$ cat src/rtl/dram_pkg.sv
// dram_pkg: shared types and default timing constants for the DRAM
// command FSM and its timing-signal generator.
//   cmd_state_t : registered state encoding of the command FSM
//   DEF_T_*     : default JEDEC-style timing parameters (cycles)
//   CNT_W       : width of the timing counters
package dram_pkg;

  localparam int CNT_W = 16;

  localparam int DEF_T_RCD        = 14;
  localparam int DEF_T_RD         = 18;
  localparam int DEF_T_WR         = 16;
  localparam int DEF_T_WRW        = 12;
  localparam int DEF_T_RP         = 14;
  localparam int DEF_T_RFC        = 260;
  localparam int DEF_T_REFI       = 7800;
  localparam int DEF_MAX_POSTPONE = 8;

  typedef enum logic [3:0] {
    POWER_UP,
    IDLE,
    ACTIVATE,
    ACTIVATING,
    READ,
    READING,
    WRITE,
    WRITING,
    WAIT_AFTER_WRITE,
    WAITING_AFTER_WRITE,
    PRECHARGE,
    PRECHARGING,
    REFRESH,
    REFRESHING
  } cmd_state_t;

endpackage

$ cat src/rtl/dram_countdown.sv
// dram_countdown: loadable down-counter that saturates at zero.
//   CLK, nRST : clock, synchronous active-low reset
//   load      : load load_val this cycle (overrides dec)
//   load_val  : value to load
//   dec       : decrement by one unless already zero
//   cnt       : current count
//   zero      : cnt == 0
module dram_countdown #(
  parameter int W = 16
) (
  input  logic         CLK,
  input  logic         nRST,
  input  logic         load,
  input  logic [W-1:0] load_val,
  input  logic         dec,
  output logic [W-1:0] cnt,
  output logic         zero
);

  always_ff @(posedge CLK) begin
    if (!nRST) begin
      cnt <= '0;
    end else if (load) begin
      cnt <= load_val;
    end else if (dec && (cnt != '0)) begin
      cnt <= cnt - W'(1);
    end
  end

  assign zero = (cnt == '0);

endmodule

$ cat src/rtl/dram_timing_ctrl.sv
// dram_timing_ctrl: timing-signal generator for the DRAM command FSM.
// Loads a countdown on each command state and raises the matching t*_done
// qualifier in the following -ING state; runs the refresh-interval timer
// that raises rf_req and tracks postponed refreshes.
//   CLK, nRST        : clock, synchronous active-low reset
//   cmd_state        : registered state of the command FSM
//   init_done        : power-up initialisation complete
//   tACT_done ...    : done levels, each valid only in its -ING state
//   tREF_done
//   rf_req           : refresh request, held until serviced
//   ref_overdue      : intervals that expired while rf_req was pending
module dram_timing_ctrl
  import dram_pkg::*;
#(
  parameter int T_RCD        = DEF_T_RCD,
  parameter int T_RD         = DEF_T_RD,
  parameter int T_WR         = DEF_T_WR,
  parameter int T_WRW        = DEF_T_WRW,
  parameter int T_RP         = DEF_T_RP,
  parameter int T_RFC        = DEF_T_RFC,
  parameter int T_REFI       = DEF_T_REFI,
  parameter int CNT_W        = dram_pkg::CNT_W,
  parameter int MAX_POSTPONE = DEF_MAX_POSTPONE
) (
  input  logic                                 CLK,
  input  logic                                 nRST,
  input  cmd_state_t                           cmd_state,
  input  logic                                 init_done,
  output logic                                 tACT_done,
  output logic                                 tRD_done,
  output logic                                 tWR_done,
  output logic                                 tWRITE_WAIT_done,
  output logic                                 tPRE_done,
  output logic                                 tREF_done,
  output logic                                 rf_req,
  output logic [$clog2(MAX_POSTPONE+1)-1:0]    ref_overdue
);

  localparam int     OVD_W = $clog2(MAX_POSTPONE + 1);
  localparam longint LIMIT = longint'(1) << CNT_W;

  if (T_RCD < 1 || T_RD < 1 || T_WR < 1 || T_WRW < 1 ||
      T_RP < 1 || T_RFC < 1 || T_REFI < 2) begin : g_bad_min
    $error("dram_timing_ctrl: timing parameter below its minimum");
  end

  if (longint'(T_RCD) >= LIMIT || longint'(T_RD) >= LIMIT ||
      longint'(T_WR) >= LIMIT || longint'(T_WRW) >= LIMIT ||
      longint'(T_RP) >= LIMIT || longint'(T_RFC) >= LIMIT ||
      longint'(T_REFI) >= LIMIT) begin : g_bad_width
    $error("dram_timing_ctrl: timing parameter does not fit CNT_W");
  end

  // ---------------------------------------------------------------
  // Operation countdown
  // ---------------------------------------------------------------
  logic             op_load;
  logic             op_dec;
  logic [CNT_W-1:0] op_load_val;
  logic [CNT_W-1:0] op_cnt;
  logic             op_zero;

  always_comb begin
    op_load     = 1'b1;
    op_load_val = '0;
    case (cmd_state)
      ACTIVATE:         op_load_val = CNT_W'(T_RCD - 1);
      READ:             op_load_val = CNT_W'(T_RD - 1);
      WRITE:            op_load_val = CNT_W'(T_WR - 1);
      WAIT_AFTER_WRITE: op_load_val = CNT_W'(T_WRW - 1);
      PRECHARGE:        op_load_val = CNT_W'(T_RP - 1);
      REFRESH:          op_load_val = CNT_W'(T_RFC - 1);
      default:          op_load     = 1'b0;
    endcase
  end

  // Only one -ING state can be current, so a single shared counter serves
  // every command; decrementing in any -ING state is the matching one.
  assign op_dec = (cmd_state inside {ACTIVATING, READING, WRITING,
                                     WAITING_AFTER_WRITE, PRECHARGING,
                                     REFRESHING});

  dram_countdown #(
    .W (CNT_W)
  ) u_op_cnt (
    .CLK      (CLK),
    .nRST     (nRST),
    .load     (op_load),
    .load_val (op_load_val),
    .dec      (op_dec),
    .cnt      (op_cnt),
    .zero     (op_zero)
  );

  always_comb begin
    tACT_done        = op_zero && (cmd_state == ACTIVATING);
    tRD_done         = op_zero && (cmd_state == READING);
    tWR_done         = op_zero && (cmd_state == WRITING);
    tWRITE_WAIT_done = op_zero && (cmd_state == WAITING_AFTER_WRITE);
    tPRE_done        = op_zero && (cmd_state == PRECHARGING);
    tREF_done        = op_zero && (cmd_state == REFRESHING);
  end

  // ---------------------------------------------------------------
  // Refresh-interval timer
  // ---------------------------------------------------------------
  logic [CNT_W-1:0] ref_cnt;
  logic             timer_run;
  logic             expire;
  logic             service;

  assign timer_run = init_done && (cmd_state != POWER_UP);
  assign expire    = timer_run && (ref_cnt == CNT_W'(T_REFI - 1));
  assign service   = (cmd_state == REFRESH);

  always_ff @(posedge CLK) begin
    if (!nRST) begin
      ref_cnt     <= '0;
      rf_req      <= 1'b0;
      ref_overdue <= '0;
    end else begin
      // The REFRESH cycle itself is count 0 of the new interval, so the
      // following cycle already holds 1; expiry still wraps to 0.
      if (!timer_run || expire) begin
        ref_cnt <= '0;
      end else if (service) begin
        ref_cnt <= CNT_W'(1);
      end else begin
        ref_cnt <= ref_cnt + CNT_W'(1);
      end

      // Expiry beats a coincident service: the service consumes the
      // interval the expiry would have added, leaving ref_overdue as is.
      if (expire) begin
        rf_req <= 1'b1;
        if (rf_req && !service && (ref_overdue != OVD_W'(MAX_POSTPONE))) begin
          ref_overdue <= ref_overdue + OVD_W'(1);
        end
      end else if (service) begin
        if (ref_overdue != '0) begin
          ref_overdue <= ref_overdue - OVD_W'(1);
        end else begin
          rf_req <= 1'b0;
        end
      end
    end
  end

endmodule
$ cat config.mk
export PLATFORM = sky130hd
export DESIGN_NAME = dram_timing_ctrl
export DESIGN_NICKNAME = d
export VERILOG_FILES = /design/src/rtl/dram_pkg.sv /design/src/rtl/dram_countdown.sv /design/src/rtl/dram_timing_ctrl.sv
export SDC_FILE = /design/constraint.sdc
export NUM_CORES = 1
export LEC_CHECK = 0
export BUFFER_PORTS_ARGS = -buffer_cell sky130_fd_sc_hd__buf_2
export CAP_MARGIN = 10
export CORE_MARGIN = 2
export CORE_UTILIZATION = 59
export CTS_CLUSTER_SIZE = 25
export DETAILED_ROUTE_END_ITERATION = 8
export MAX_ROUTING_LAYER = met4
export PLACE_DENSITY = 0.85
export SLEW_MARGIN = 15
export SYNTH_ARGS = -nofsm -noshare
export SYNTH_HDL_FRONTEND = slang
export SYNTH_SLANG_ARGS = --single-unit
$ cat constraint.sdc
create_clock -name CLK -period 3.3 [get_ports CLK]
set_input_delay 0.33 -clock CLK [delete_from_list [all_inputs] [get_ports CLK]]
set_output_delay 0.33 -clock CLK [all_outputs]
set_load 0.1 [all_outputs]
==> results of run 1 <==
==> metrics by stage <==
step	total power, mW	setup WS [ps]
floorplan	0.942	-178
global placement	1.01	609
detailed placement	1.02	516
CTS	1.44	230
global route	1.52	126
finish	1.43	241
==> worst max-delay path, stage by stage (launching register included) <==
cell and delay (ps):
dfxtp_1 360, or4_4 570, nor3b_4 400, nand4b_4 190, or2_4 290, nor3b_2 160
buf_2 440
==> power breakdown <==
group          leakage [nW]  switching, mW  total (mW)  internal [mW]
Clock                0.0574          0.170       0.416          0.246
Combinational         0.550          0.279       0.482          0.204
Sequential            0.300         0.0480       0.534          0.486
==> synthesized netlist by cell type (3+ instances only) <==
library cell,instances
and3_1,4
mux2i_1,6
o21a_1,4
nor2_1,29
o21ai_0,6
dfxtp_1,37
inv_1,11
xor2_1,8
nand2_1,19
xnor2_1,13
nor3_1,10
clkbuf_1,10
ha_1,5
or4_4,3
a21oi_1,12
o211ai_1,4
nor4_1,5
nand2b_1,8
nand3_1,6
nand4_1,5
==> flip-flops by register name, indices dropped and copies added (netlist names) <==
name / count
ref_cnt: 16
ref_overdue: 4
rf_req: 1
u_op_cnt.cnt: 16
==> cell type report <==
cell class                 instances  area, um^2  share of cell area
clock buffer                       6        82.6              0.0333
multi-input combinational        201        1430               0.578
inverter                          11        41.3              0.0166
tap                               48        60.1              0.0242
sequential                        37         741               0.299
timing repair buffer              17        85.1              0.0343
clock inverter                     2        37.5              0.0151
==> logic make-up (layout without fill, tap and decap cells) <==
kind of cell | after synthesis | in the layout | share of synthesized area
multiplexers | 7 | 7 | 0.0330
AND/OR/NAND/NOR | 117 | 117 | 0.316
XOR/XNOR | 21 | 21 | 0.0823
adder cells (fa/ha/maj) | 6 | 6 | 0.0370
AO/OA/AOI/OAI | 50 | 50 | 0.162
buffers and inverters | 22 | 36 | 0.0375
flip-flops | 37 | 37 | 0.331
==> metal layers <==
metal / wire length (um) / track usage / vias up
met3: 154 / 0.0565 / 6
met4: 53 / 0.0781 / 0
met1: 2210 / 0.305 / 888
met5: 0 / - / -
met2: 2130 / 0.374 / 26
li1: - / - / 969
==> worst min-delay path by stage <==
stage | from | end | depth (start not counted)
floorplan | u_op_cnt.cnt[9] | u_op_cnt.cnt[9] | 2
global placement | u_op_cnt.cnt[9] | u_op_cnt.cnt[9] | 2
detailed placement | ref_cnt[0] | ref_cnt[0] | 1
CTS | nRST | u_op_cnt.cnt[8] | 2
global route | nRST | u_op_cnt.cnt[8] | 2
finish | nRST | u_op_cnt.cnt[8] | 2
==> key figures, run 1 <==
Placed design
  – Placed Cells incl. Taps: 314
  – Gpl congestion: 0.867
  – Placed inst area: 2360 um^2
  – I/O Buffers: 17
  – DP HPWL: 3.11 mm

Logic synthesis
  – Yosys cell types: 62
  – Syn_area_per_cell: 8.59 um^2
  – Syn_nets: 273
  – Post-synthesis sequential area ratio: 0.331
  – Yosys reg bits: 37
  – Top_reg_cell synth: dfxtp_1
  – Syn Inst Count: 260
  – Largest area contributor in the netlist: dfxtp_1
  – Asr flop ratio synth: 0
  – Post-synth top area share: 0.331
  – Syn Std Cell Area: 2230 um^2
  – Synth top area cells: dfxtp_1, xnor2_1, nor2_1
  – Yosys warns: 0
  – EDFF count, synth: 0

Die
  – Rows: 22
  – Top-Level Pins: 18
  – Die height: 65.5 um
  – CORE AREA: 3660 um^2
  – Initial Utilization: 0.610
  – Die area: 4300 um^2
  – Die X: 65.5 um

Global routing
  – Initial antenna violation count: 0
  – Grt ovf: 0
  – Number of global-route vias before repair: 1746
  – Global Route Usage Sum: 0.239
  – First-pass GRT wire length: 7.80 mm
  – Largest net degree at the start of global routing: 23

STA
  – Worst slew pin tran: 708 ps
  – Final setup viols: 0
  – FMAX: 0.327 GHz
  – Final Hold Vio Count: 0
  – Final period util: 0.927
  – Slew Limit Fails: 0
  – Slew Limit Headroom: 0.525
  – Clock skew: 9.33 ps
  – Setup_tns: 0 ps
  – RSZ-0062 raised after global routing: false
  – Final hold slack: 428 ps
  – Fin crit period: 3060 ps

Layout
  – Final cell count without fillers: 322
  – Commonest non-fill, non-tap cell in the layout: dfxtp_1
  – Area growth syn-to-layout: 11.0%
  – Final instance area: 2480 um^2
  – Final Util: 0.677
  – Fill cell count: 302
  – Layout cells sized above 1: 0.168
  – Diodes inserted: 0
  – Most frequent cells in the layout: dfxtp_1, nor2_1, nand2_1
  – Final nets: 286

Power and ir drop
  – Peak VDD IR: 337 uV
  – Power Density: 578 nW/um^2
  – Leakage: 0.908 nW

Worst setup path
  – Worst reg2reg path endpoint: ref_overdue[3]
  – CP arrival: 2730 ps
  – Kind of critical path: flop to output port
  – Reg2reg path depth: 10
  – Worst Setup EP: tREF_done
  – Worst R2R Start: ref_cnt[0]
  – Critical path startpoint category: flop
  – Worst-path maximum fanout: 7
  – Worst setup EP type: output port
  – Crit path launch: u_op_cnt.cnt[2]
  – CP Data Required Time: 2970 ps
  – R2R Setup Slk: 520 ps

Drt
  – DR vias/cell: 5.87
  – Iter 0 DRT Violations: 147
  – DRT Pass-1 Iters: 4
  – Final ANT Viol Nets: 0
  – Routed WL: 4.54 mm
  – Via count: 1889
  – DRC viols: 0
  – Detailed-route wire length per cell: 14.1 um

CTS
  – CTS tree: built
  – # H-tree levels: 2
  – Deepest clock path buffer count: 2
  – Post-CTS Setup Bufs: 0
  – CTS buffer count: 5
  – Clk root buf: clkbuf_8
  – CTS Hold Bufs: 0
  – Total of cells resized after clock tree synthesis: 0
  – Worst-Skew Late Latency: 300 ps
  – Sink Count: 37
  – CTS clock-pin slew for the worst setup and hold paths: 80 ps

Flow run
  – Max cap viols: 0

Min path
  – Tightest Hold Check Type: primary input to flop

Run status
  – Status: completed
Power figures use the tool's default switching activity.
==> run 2, diff against run 1 <==
--- a/config.mk
+++ b/config.mk
@@ -13,6 +13,7 @@
 export DETAILED_ROUTE_END_ITERATION = 8
 export MAX_ROUTING_LAYER = met4
 export PLACE_DENSITY = 0.85
+export RECOVER_POWER = 100
 export SLEW_MARGIN = 15
 export SYNTH_ARGS = -nofsm -noshare
 export SYNTH_HDL_FRONTEND = slang
==> run 2 against run 1 <==
Critical path depth did not move. Highest routed layer unchanged. Via count rose by 0.85%. Combinational power fell by 7.9%. Critical path type unchanged. Fmax fell by 1.1%.
==> key figures, run 2 (same netlist as run 1, synthesis figures left out) <==
Run status
  – Status: completed

Min path
  – Tightest Hold Check Type: primary input to flop
  – Hold path depth: 2

CTS
  – # H-tree levels: 2
  – Total of cells resized after clock tree synthesis: 0
  – CTS buffer count: 5
  – Sink Count: 37
  – Clk root buf: clkbuf_8
  – Worst-Skew Late Latency: 300 ps
  – Deepest clock path buffer count: 2
  – Post-CTS Setup Bufs: 0
  – CTS clock-pin slew for the worst setup and hold paths: 80 ps
  – CTS tree: built
  – CTS Hold Bufs: 0

Die
  – Die height: 65.5 um
  – Die area: 4300 um^2
  – Die X: 65.5 um
  – CORE AREA: 3660 um^2
  – Top-Level Pins: 18
  – Initial Utilization: 0.610
  – Rows: 22

Worst setup path
  – Critical path startpoint category: flop
  – Kind of critical path: flop to output port
  – Worst-path maximum fanout: 7
  – CP Data Required Time: 2970 ps
  – Worst setup EP type: output port
  – CP arrival: 2760 ps
  – Reg2reg path depth: 10

STA
  – Setup_tns: 0 ps
  – Worst slew pin tran: 1160 ps
  – RSZ-0062 raised after global routing: false
  – Clock skew: 8.65 ps
  – Final setup viols: 0
  – FMAX: 0.323 GHz
  – Fin crit period: 3090 ps
  – Slew Limit Headroom: 0.230
  – Final Hold Vio Count: 0
  – Final period util: 0.938
  – Worst Slack Setup Final: 205 ps
  – Slew Limit Fails: 0

Drt
  – DRT Pass-1 Iters: 4
  – Routed WL: 4.52 mm
  – Detailed-route wire length per cell: 14.0 um
  – DRC viols: 0
  – DR vias/cell: 5.92
  – Final ANT Viol Nets: 0
  – Iter 0 DRT Violations: 143
  – Via count: 1905

Power and ir drop
  – Logic pwr share: 0.319
  – Power Density: 573 nW/um^2
  – Seq pwr share: 0.383
  – Peak VDD IR: 337 uV
  – Clock share of power: 0.298
  – Leakage: 0.878 nW
  – Int Power: 0.914 mW
  – Sw power: 0.478 mW
  – Switching part of the total: 0.343

Global routing
  – First-pass GRT wire length: 7.80 mm
  – Number of global-route vias before repair: 1746
  – Largest net degree at the start of global routing: 23
  – Grt ovf: 0
  – Global Route Usage Sum: 0.239
  – Initial antenna violation count: 0

Placed design
  – Placed Cells incl. Taps: 314
  – Gpl congestion: 0.867
  – I/O Buffers: 17
  – DP HPWL: 3.11 mm
  – Pre-CTS setup slack: 516 ps

Layout
  – Layout cells sized above 1: 0.120
  – Final nets: 286
  – Final cell count without fillers: 322
  – Most frequent cells in the layout: dfxtp_1, nor2_1, nand2_1
  – Commonest non-fill, non-tap cell in the layout: dfxtp_1
  – Final Util: 0.663
  – Area growth syn-to-layout: 8.62%
  – Top flop regs: ref_cnt (16), u_op_cnt.cnt (16), ref_overdue (4)
  – Diodes inserted: 0

Flow run
  – Max cap viols: 0
-- run 2: changes by cell type in the layout (fill, tap and decap cells not counted), moves of 2 or more --
cell	delta
buf_2	-11
clkbuf_2	+6
clkbuf_1	+5
or4_1	+2
or4_4	-2
-- run 2: final cells by class --
cell class	instances	area [um^2]
clock buffer	6	82.6
inverter	11	41.3
multi-input combinational	201	1390
tap	48	60.1
sequential	37	741
clock inverter	2	37.5
fill	317	1230
timing repair buffer	17	78.8
-- run 2: metrics by stage --
step | total power [mW] | hold slack, ps | area [um^2]
after floorplan | 0.942 | 455 | 2260
after global placement | 1.01 | 478 | 2360
after detailed placement | 1.02 | 492 | 2360
after CTS | 1.44 | 419 | 2480
after global routing | 1.48 | 435 | 2430
final | 1.39 | 431 | 2430
-- run 2: routing by layer --
layer | vias up | share of wire | global-route usage
met5 | - | 0 | -
met4 | 0 | 0.012 | 0.0781
met3 | 6 | 0.040 | 0.0565
met2 | 36 | 0.47 | 0.374
met1 | 893 | 0.48 | 0.305
li1 | 970 | - | -
-- run 2: power by group through the flow --
stage	registers [mW]	logic [mW]	clock network (mW)
5_1_grt	0.538	0.495	0.445
2_1_floorplan	0.532	0.410	0
3_5_place_dp	0.543	0.477	0
3_3_place_gp	0.541	0.471	0
4_1_cts	0.533	0.481	0.422
6_report	0.533	0.444	0.414
-- run 2: final timing paths --
check / start / to / slack, ps
setup / recovery: u_op_cnt.cnt[2] / tREF_done / 210
setup reg to reg: ref_cnt[0] / ref_overdue[3] / 410
hold reg to reg: u_op_cnt.cnt[9] / u_op_cnt.cnt[9] / 500
hold / removal: nRST / u_op_cnt.cnt[8] / 430
-- run 2: critical path, cell delays in order, from the launching register on --
cell and delay [ps]:
dfxtp_1 360, or4_1 600, nor3b_4 380, nand4b_4 190, or2_4 290, nor3b_2 170, clkbuf_2 470
